==> src/rtl/counter.sv <==
// Saturating up/down counter (0..MAX_VAL) driven by two asynchronous event inputs.
// Each event input is synchronized into clk_i and rising-edge detected before counting.
module counter #(
  parameter int unsigned BW          = 7,
  parameter int unsigned MAX_VAL     = 99,
  parameter int unsigned SYNC_STAGES = 2
) (
  input  logic          clk_i,
  input  logic          rst_i,
  input  logic          clk_up_i,
  input  logic          clk_down_i,
  output logic [BW-1:0] counter_val_o
);

  localparam logic [BW-1:0] LP_MAX = BW'(MAX_VAL);

  logic [SYNC_STAGES-1:0] r_sync_up;
  logic [SYNC_STAGES-1:0] r_sync_dn;
  logic                   r_hist_up;
  logic                   r_hist_dn;
  logic [BW-1:0]          r_count;

  logic                   w_up_pulse;
  logic                   w_dn_pulse;
  logic [BW-1:0]          w_count_nxt;

  // Synchronizer chains plus one history flop per input; reset clears all of them
  always_ff @(posedge clk_i) begin
    if (rst_i) begin
      r_sync_up <= '0;
      r_sync_dn <= '0;
      r_hist_up <= 1'b0;
      r_hist_dn <= 1'b0;
    end else begin
      r_sync_up <= {r_sync_up[SYNC_STAGES-2:0], clk_up_i};
      r_sync_dn <= {r_sync_dn[SYNC_STAGES-2:0], clk_down_i};
      r_hist_up <= r_sync_up[SYNC_STAGES-1];
      r_hist_dn <= r_sync_dn[SYNC_STAGES-1];
    end
  end

  assign w_up_pulse = r_sync_up[SYNC_STAGES-1] & ~r_hist_up;
  assign w_dn_pulse = r_sync_dn[SYNC_STAGES-1] & ~r_hist_dn;

  // Saturating next count; coincident up and down pulses cancel
  always_comb begin
    w_count_nxt = r_count;
    case ({w_up_pulse, w_dn_pulse})
      2'b10: begin
        if (r_count < LP_MAX) begin
          w_count_nxt = r_count + BW'(1);
        end
      end
      2'b01: begin
        if (r_count != '0) begin
          w_count_nxt = r_count - BW'(1);
        end
      end
      default: begin
        w_count_nxt = r_count;
      end
    endcase
  end

  always_ff @(posedge clk_i) begin
    if (rst_i) begin
      r_count <= '0;
    end else begin
      r_count <= w_count_nxt;
    end
  end

  assign counter_val_o = r_count;

endmodule

==> config.mk <==
export PLATFORM = sky130hd
export DESIGN_NAME = counter
export DESIGN_NICKNAME = d
export VERILOG_FILES = /design/src/rtl/counter.sv
export SDC_FILE = /design/constraint.sdc
export NUM_CORES = 1
export LEC_CHECK = 0
export ABC_CLOCK_PERIOD_IN_PS = 3100
export BUFFER_PORTS_ARGS = -buffer_cell sky130_fd_sc_hd__buf_2
export CAP_MARGIN = 40
export CORE_MARGIN = 3
export CORE_UTILIZATION = 40
export DETAILED_ROUTE_END_ITERATION = 8
export GPL_ROUTABILITY_DRIVEN = 0
export SLEW_MARGIN = 20
export SYNTH_ARGS = -nofsm -noshare
export SYNTH_HDL_FRONTEND = slang
export SYNTH_SLANG_ARGS = --single-unit
export TNS_END_PERCENT = 5
==> constraint.sdc <==
create_clock -name clk_i -period 3.1 [get_ports clk_i]
set_input_delay 0.155 -clock clk_i [delete_from_list [all_inputs] [get_ports clk_i]]
set_output_delay 0.155 -clock clk_i [all_outputs]
set_load 0.05 [all_outputs]
==> flow_results.xml <==
<?xml version="1.0" encoding="UTF-8"?>
<metrics>
  <group name="sta">
    <metric name="final_report_hold_violation_count" unit="">0</metric>
    <metric name="rsz0062_at_grt" unit="">no</metric>
    <metric name="final.min_clock_period" unit="ns">2.53</metric>
    <metric name="maxClockFrequency" unit="MHz">395</metric>
    <metric name="period_share" unit="%">81.7</metric>
    <metric name="setup_tns" unit="ns">0</metric>
    <metric name="slew_headroom" unit="%">62.9</metric>
    <metric name="setup_slack" unit="ns">0.569</metric>
    <metric name="max_clock_skew" unit="ns">0.000793</metric>
    <metric name="timing_worst_slew_pin_value" unit="ns">0.552</metric>
    <metric name="report.final.slew_viol_count" unit="">0</metric>
    <metric name="setup_violations" unit="">0</metric>
  </group>
  <group name="clock_tree">
    <metric name="cts_made_buffers" unit="">3</metric>
    <metric name="clock-sinks" unit="">13</metric>
    <metric name="cts.repair_timing.setup_buffer_count" unit="">0</metric>
    <metric name="worst_setup_hold_path_clk_slew" unit="ns">0.08</metric>
    <metric name="ctsHtreeMaxLevel" unit="">1</metric>
    <metric name="cts_resized" unit="">0</metric>
    <metric name="cts.root.buffer_cell" unit="">sky130_fd_sc_hd__clkbuf_4</metric>
    <metric name="clock_insertion_delay_worst_skew" unit="ns">0.27</metric>
    <metric name="cts.path.max_buffers" unit="">2</metric>
    <metric name="clock_tree_from_tritoncts" unit="">built</metric>
    <metric name="post_cts_hold_buffer_count" unit="">0</metric>
  </group>
  <group name="synth">
    <metric name="syn-instance-count" unit="">116</metric>
    <metric name="ys.warnings.count" unit="">0</metric>
    <metric name="synth_area_per_cell" unit="um^2">8.21</metric>
    <metric name="synth-compound-area-share" unit="%">22.9</metric>
    <metric name="synth.mux.area_fraction" unit="%">1.18</metric>
    <metric name="synthesized_area_fraction_occupied_by_xor_and_xnor_cells" unit="%">3.68</metric>
    <metric name="simple_logic_cell_fraction_of_the_synthesized_area" unit="%">31.4</metric>
    <metric name="synth.lib_cells_used.distinct" unit="">46</metric>
    <metric name="synth_enable_flop_cells" unit="">0</metric>
    <metric name="synthTopCellsByArea" unit="">sky130_fd_sc_hd__dfxtp_1, sky130_fd_sc_hd__nor2b_1, sky130_fd_sc_hd__ha_1</metric>
    <metric name="synth_ff_type" unit="">sky130_fd_sc_hd__dfxtp_1</metric>
    <metric name="netlist.top_cell.by_area" unit="">sky130_fd_sc_hd__dfxtp_1</metric>
    <metric name="async_flop_share" unit="%">0</metric>
    <metric name="post_synth_fa_ha_maj_area_fraction" unit="%">5.26</metric>
    <metric name="synth.top_cell.area_share" unit="%">27.3</metric>
    <metric name="syn_nets" unit="">124</metric>
    <metric name="syn-cell-area" unit="um^2">952</metric>
    <metric name="combinational_family_with_the_most_area_after_synthesis" unit="">simple AND/OR/NAND/NOR gates</metric>
    <metric name="ys_seq_elements" unit="">13</metric>
    <metric name="yosysSeqAreaShare" unit="%">27.3</metric>
  </group>
  <group name="power_and_ir_drop">
    <metric name="fraction_of_power_consumed_by_the_clock_network" unit="%">26.8</metric>
    <metric name="power_switching" unit="mW">0.129</metric>
    <metric name="power.density_cell_area" unit="nW/um^2">381</metric>
    <metric name="seq_power_share" unit="%">50.4</metric>
    <metric name="internal_power" unit="mW">0.255</metric>
    <metric name="power" unit="mW">0.384</metric>
    <metric name="power.share.combinational" unit="%">22.8</metric>
    <metric name="power_switching_share" unit="%">33.5</metric>
    <metric name="p_leak" unit="nW">0.414</metric>
    <metric name="peakVddDrop" unit="uV">358</metric>
  </group>
  <group name="drt">
    <metric name="number_of_remaining_drc_errors" unit="">0</metric>
    <metric name="count_of_vias_placed_by_the_detailed_router" unit="">846</metric>
    <metric name="routed_wirelength" unit="um">2000</metric>
    <metric name="first_pass_iters" unit="">4</metric>
    <metric name="ant_nets" unit="">0</metric>
    <metric name="post_drt_wl_per_cell" unit="um">13.3</metric>
    <metric name="route.detailed.vias_per_inst" unit="">5.64</metric>
    <metric name="drt-initial-drc-count" unit="">7</metric>
  </group>
  <group name="grt">
    <metric name="grt_use_total" unit="%">14.6</metric>
    <metric name="grt_antenna_before_repair" unit="">0</metric>
    <metric name="grt_pass1_wl" unit="um">3170</metric>
    <metric name="grt_overflow" unit="">0</metric>
    <metric name="grt_pass1_vias" unit="">710</metric>
    <metric name="grt_max_degree" unit="">20</metric>
  </group>
  <group name="critical_path">
    <metric name="crit_fanout" unit="">5</metric>
    <metric name="r2r.worst_path.cells" unit="">9</metric>
    <metric name="critical-path-top-delay-family" unit="">simple AND/OR/NAND/NOR gates</metric>
    <metric name="cpMaxStageDelayCell" unit="">sky130_fd_sc_hd__or3_2</metric>
    <metric name="cp-end-kind" unit="">register</metric>
    <metric name="slowest_delay" unit="ns">0.42</metric>
    <metric name="cp.arrival" unit="ns">2.70</metric>
    <metric name="critPathKind" unit="">reg -&gt; reg</metric>
    <metric name="critical_path_buf_inv_count" unit="">0</metric>
    <metric name="cp.depth" unit="">9</metric>
    <metric name="cp_data_required_time" unit="ns">3.27</metric>
    <metric name="critPathLaunchType" unit="">register</metric>
    <metric name="cp_cell_sequence" unit="">nor2b_1 -&gt; ha_1 -&gt; xor2_1 -&gt; ha_1 -&gt; or3_2 -&gt; a21oi_1 -&gt; o21ai_0 -&gt; a21oi_1 -&gt; mux2_2</metric>
  </group>
  <group name="floorplanning">
    <metric name="row_count" unit="">17</metric>
    <metric name="design.core.area" unit="um^2">2230</metric>
    <metric name="initial_core_util" unit="%">42.6</metric>
    <metric name="fp.dieH" unit="um">54.8</metric>
    <metric name="ioPinCount" unit="">11</metric>
    <metric name="design.die.area" unit="um^2">3000</metric>
    <metric name="die_x" unit="um">54.8</metric>
  </group>
  <group name="place">
    <metric name="placement.io_buffers" unit="">10</metric>
    <metric name="hpwlAfterDp" unit="um">1370</metric>
    <metric name="dp.cells" unit="">146</metric>
    <metric name="place_worst_setup_slack" unit="ns">0.609</metric>
  </group>
  <group name="finish">
    <metric name="drive_above_1_share" unit="%">17.2</metric>
    <metric name="number_of_nets_in_the_finished_design" unit="">131</metric>
    <metric name="syn_to_final_growth" unit="%">5.91</metric>
    <metric name="final_core_utilization" unit="%">45.2</metric>
    <metric name="diodes_inserted" unit="">0</metric>
    <metric name="layoutNonFillerInstCount" unit="">150</metric>
  </group>
  <group name="worst_hold_path">
    <metric name="min-delay-path-class" unit="">in -&gt; reg</metric>
    <metric name="hold_depth" unit="">2</metric>
  </group>
  <group name="outcome">
    <metric name="run_status" unit="">finished, final reports clean</metric>
  </group>
  <group name="flow_run">
    <metric name="cap_viol_max_count" unit="">0</metric>
  </group>
</metrics>
==> power groups by stage <==
stage | Clock, mW | Combinational [mW] | Sequential (mW)
2_1_floorplan | 0 | 0.0611 | 0.208
3_3_place_gp | 0 | 0.0866 | 0.197
3_5_place_dp | 0 | 0.0873 | 0.198
4_1_cts | 0.110 | 0.0877 | 0.194
5_1_grt | 0.121 | 0.0963 | 0.196
6_report | 0.103 | 0.0877 | 0.194
==> metrics by stage <==
stage                     cell area (um^2)  hold slack (ns)
final                                 1010           0.0883
after global routing                  1010           0.0818
after global placement                 981            0.369
after floorplan                        952            0.227
after CTS                             1010           0.0748
after detailed placement               981            0.368
==> registers in the layout, summed over array words and instances (netlist names) <==
name,cells
r_hist_dn,1
counter_val_o,7
r_sync_dn,2
r_hist_up,1
r_sync_up,2
==> final cells by class <==
class / instances / area, um^2
flip-flops and latches: 13 / 260
clock inverters: 1 / 5.00
multi-input cells: 90 / 613
fillers: 242 / 1220
clock buffers: 3 / 22.5
well taps: 28 / 35.0
repair buffers: 11 / 57.6
inverters: 4 / 15.0
==> logic make-up after synthesis <==
family	count (synthesis)
AOI/OAI and AO/OA	28
xor gates and xnor gates	4
DFF	13
buffers and inverters	13
and+or+nand+nor	53
adders and majority gates	4
muxes	1
==> worst paths after layout <==
check                     endpoint         start  slack (ns)
setup / recovery  counter_val_o[4]  r_sync_dn[1]        0.57
hold / removal        r_sync_dn[0]    clk_down_i        0.09
setup reg to reg  counter_val_o[4]  r_sync_dn[1]        0.57
hold reg to reg       r_sync_up[1]  r_sync_up[0]        0.45
==> synthesized netlist by cell type, types with 2 or more instances <==
| master | number |
|---|---|
| sky130_fd_sc_hd__o21ai_0 | 3 |
| sky130_fd_sc_hd__nand2b_1 | 2 |
| sky130_fd_sc_hd__a21boi_0 | 2 |
| sky130_fd_sc_hd__inv_1 | 3 |
| sky130_fd_sc_hd__o22ai_1 | 2 |
| sky130_fd_sc_hd__dfxtp_1 | 13 |
| sky130_fd_sc_hd__ha_1 | 4 |
| sky130_fd_sc_hd__and3b_1 | 2 |
| sky130_fd_sc_hd__nor3_1 | 4 |
| sky130_fd_sc_hd__xnor2_1 | 2 |
| sky130_fd_sc_hd__and3_1 | 2 |
| sky130_fd_sc_hd__a21oi_1 | 6 |
| sky130_fd_sc_hd__nand3_1 | 3 |
| sky130_fd_sc_hd__buf_6 | 2 |
| sky130_fd_sc_hd__a311oi_1 | 2 |
| sky130_fd_sc_hd__and2_1 | 2 |
| sky130_fd_sc_hd__xor2_1 | 2 |
| sky130_fd_sc_hd__o31ai_1 | 2 |
| sky130_fd_sc_hd__nand2_1 | 8 |
| sky130_fd_sc_hd__nor2b_1 | 12 |
| sky130_fd_sc_hd__clkbuf_1 | 4 |
| sky130_fd_sc_hd__nor2_1 | 10 |
==> cells in the final DEF (no fill, tap or decap), drive strengths merged, types with 3 or more instances in the layout <==
master	synthesis	final
nor2b	12	12
dfxtp	13	13
nand3	3	3
ha	4	4
buf	4	11
nor2	10	10
o21ai	3	3
clkbuf	5	3
nor3	4	4
a21oi	6	6
a21boi	3	3
nand2	8	8
inv	4	4
==> worst register-to-register path: stages, from the launching register on <==
cell and delay, ns:
sky130_fd_sc_hd__dfxtp_1 0.33, sky130_fd_sc_hd__nor2b_1 0.24, sky130_fd_sc_hd__ha_1 0.22, sky130_fd_sc_hd__xor2_1 0.08
sky130_fd_sc_hd__ha_1 0.23, sky130_fd_sc_hd__or3_2 0.42, sky130_fd_sc_hd__a21oi_1 0.29, sky130_fd_sc_hd__o21ai_0 0.15
sky130_fd_sc_hd__a21oi_1 0.15, sky130_fd_sc_hd__mux2_2 0.34
==> metal layers <==
metal | up-vias | global-route usage (%) | wire length (um)
li1 | 429 | - | -
met1 | 397 | 19.5 | 996
met2 | 18 | 22.8 | 900
met3 | 2 | 4.90 | 88
met4 | 0 | 2.49 | 10
met5 | - | 0 | 0
Note: power is estimated with default switching activity, not from simulation.
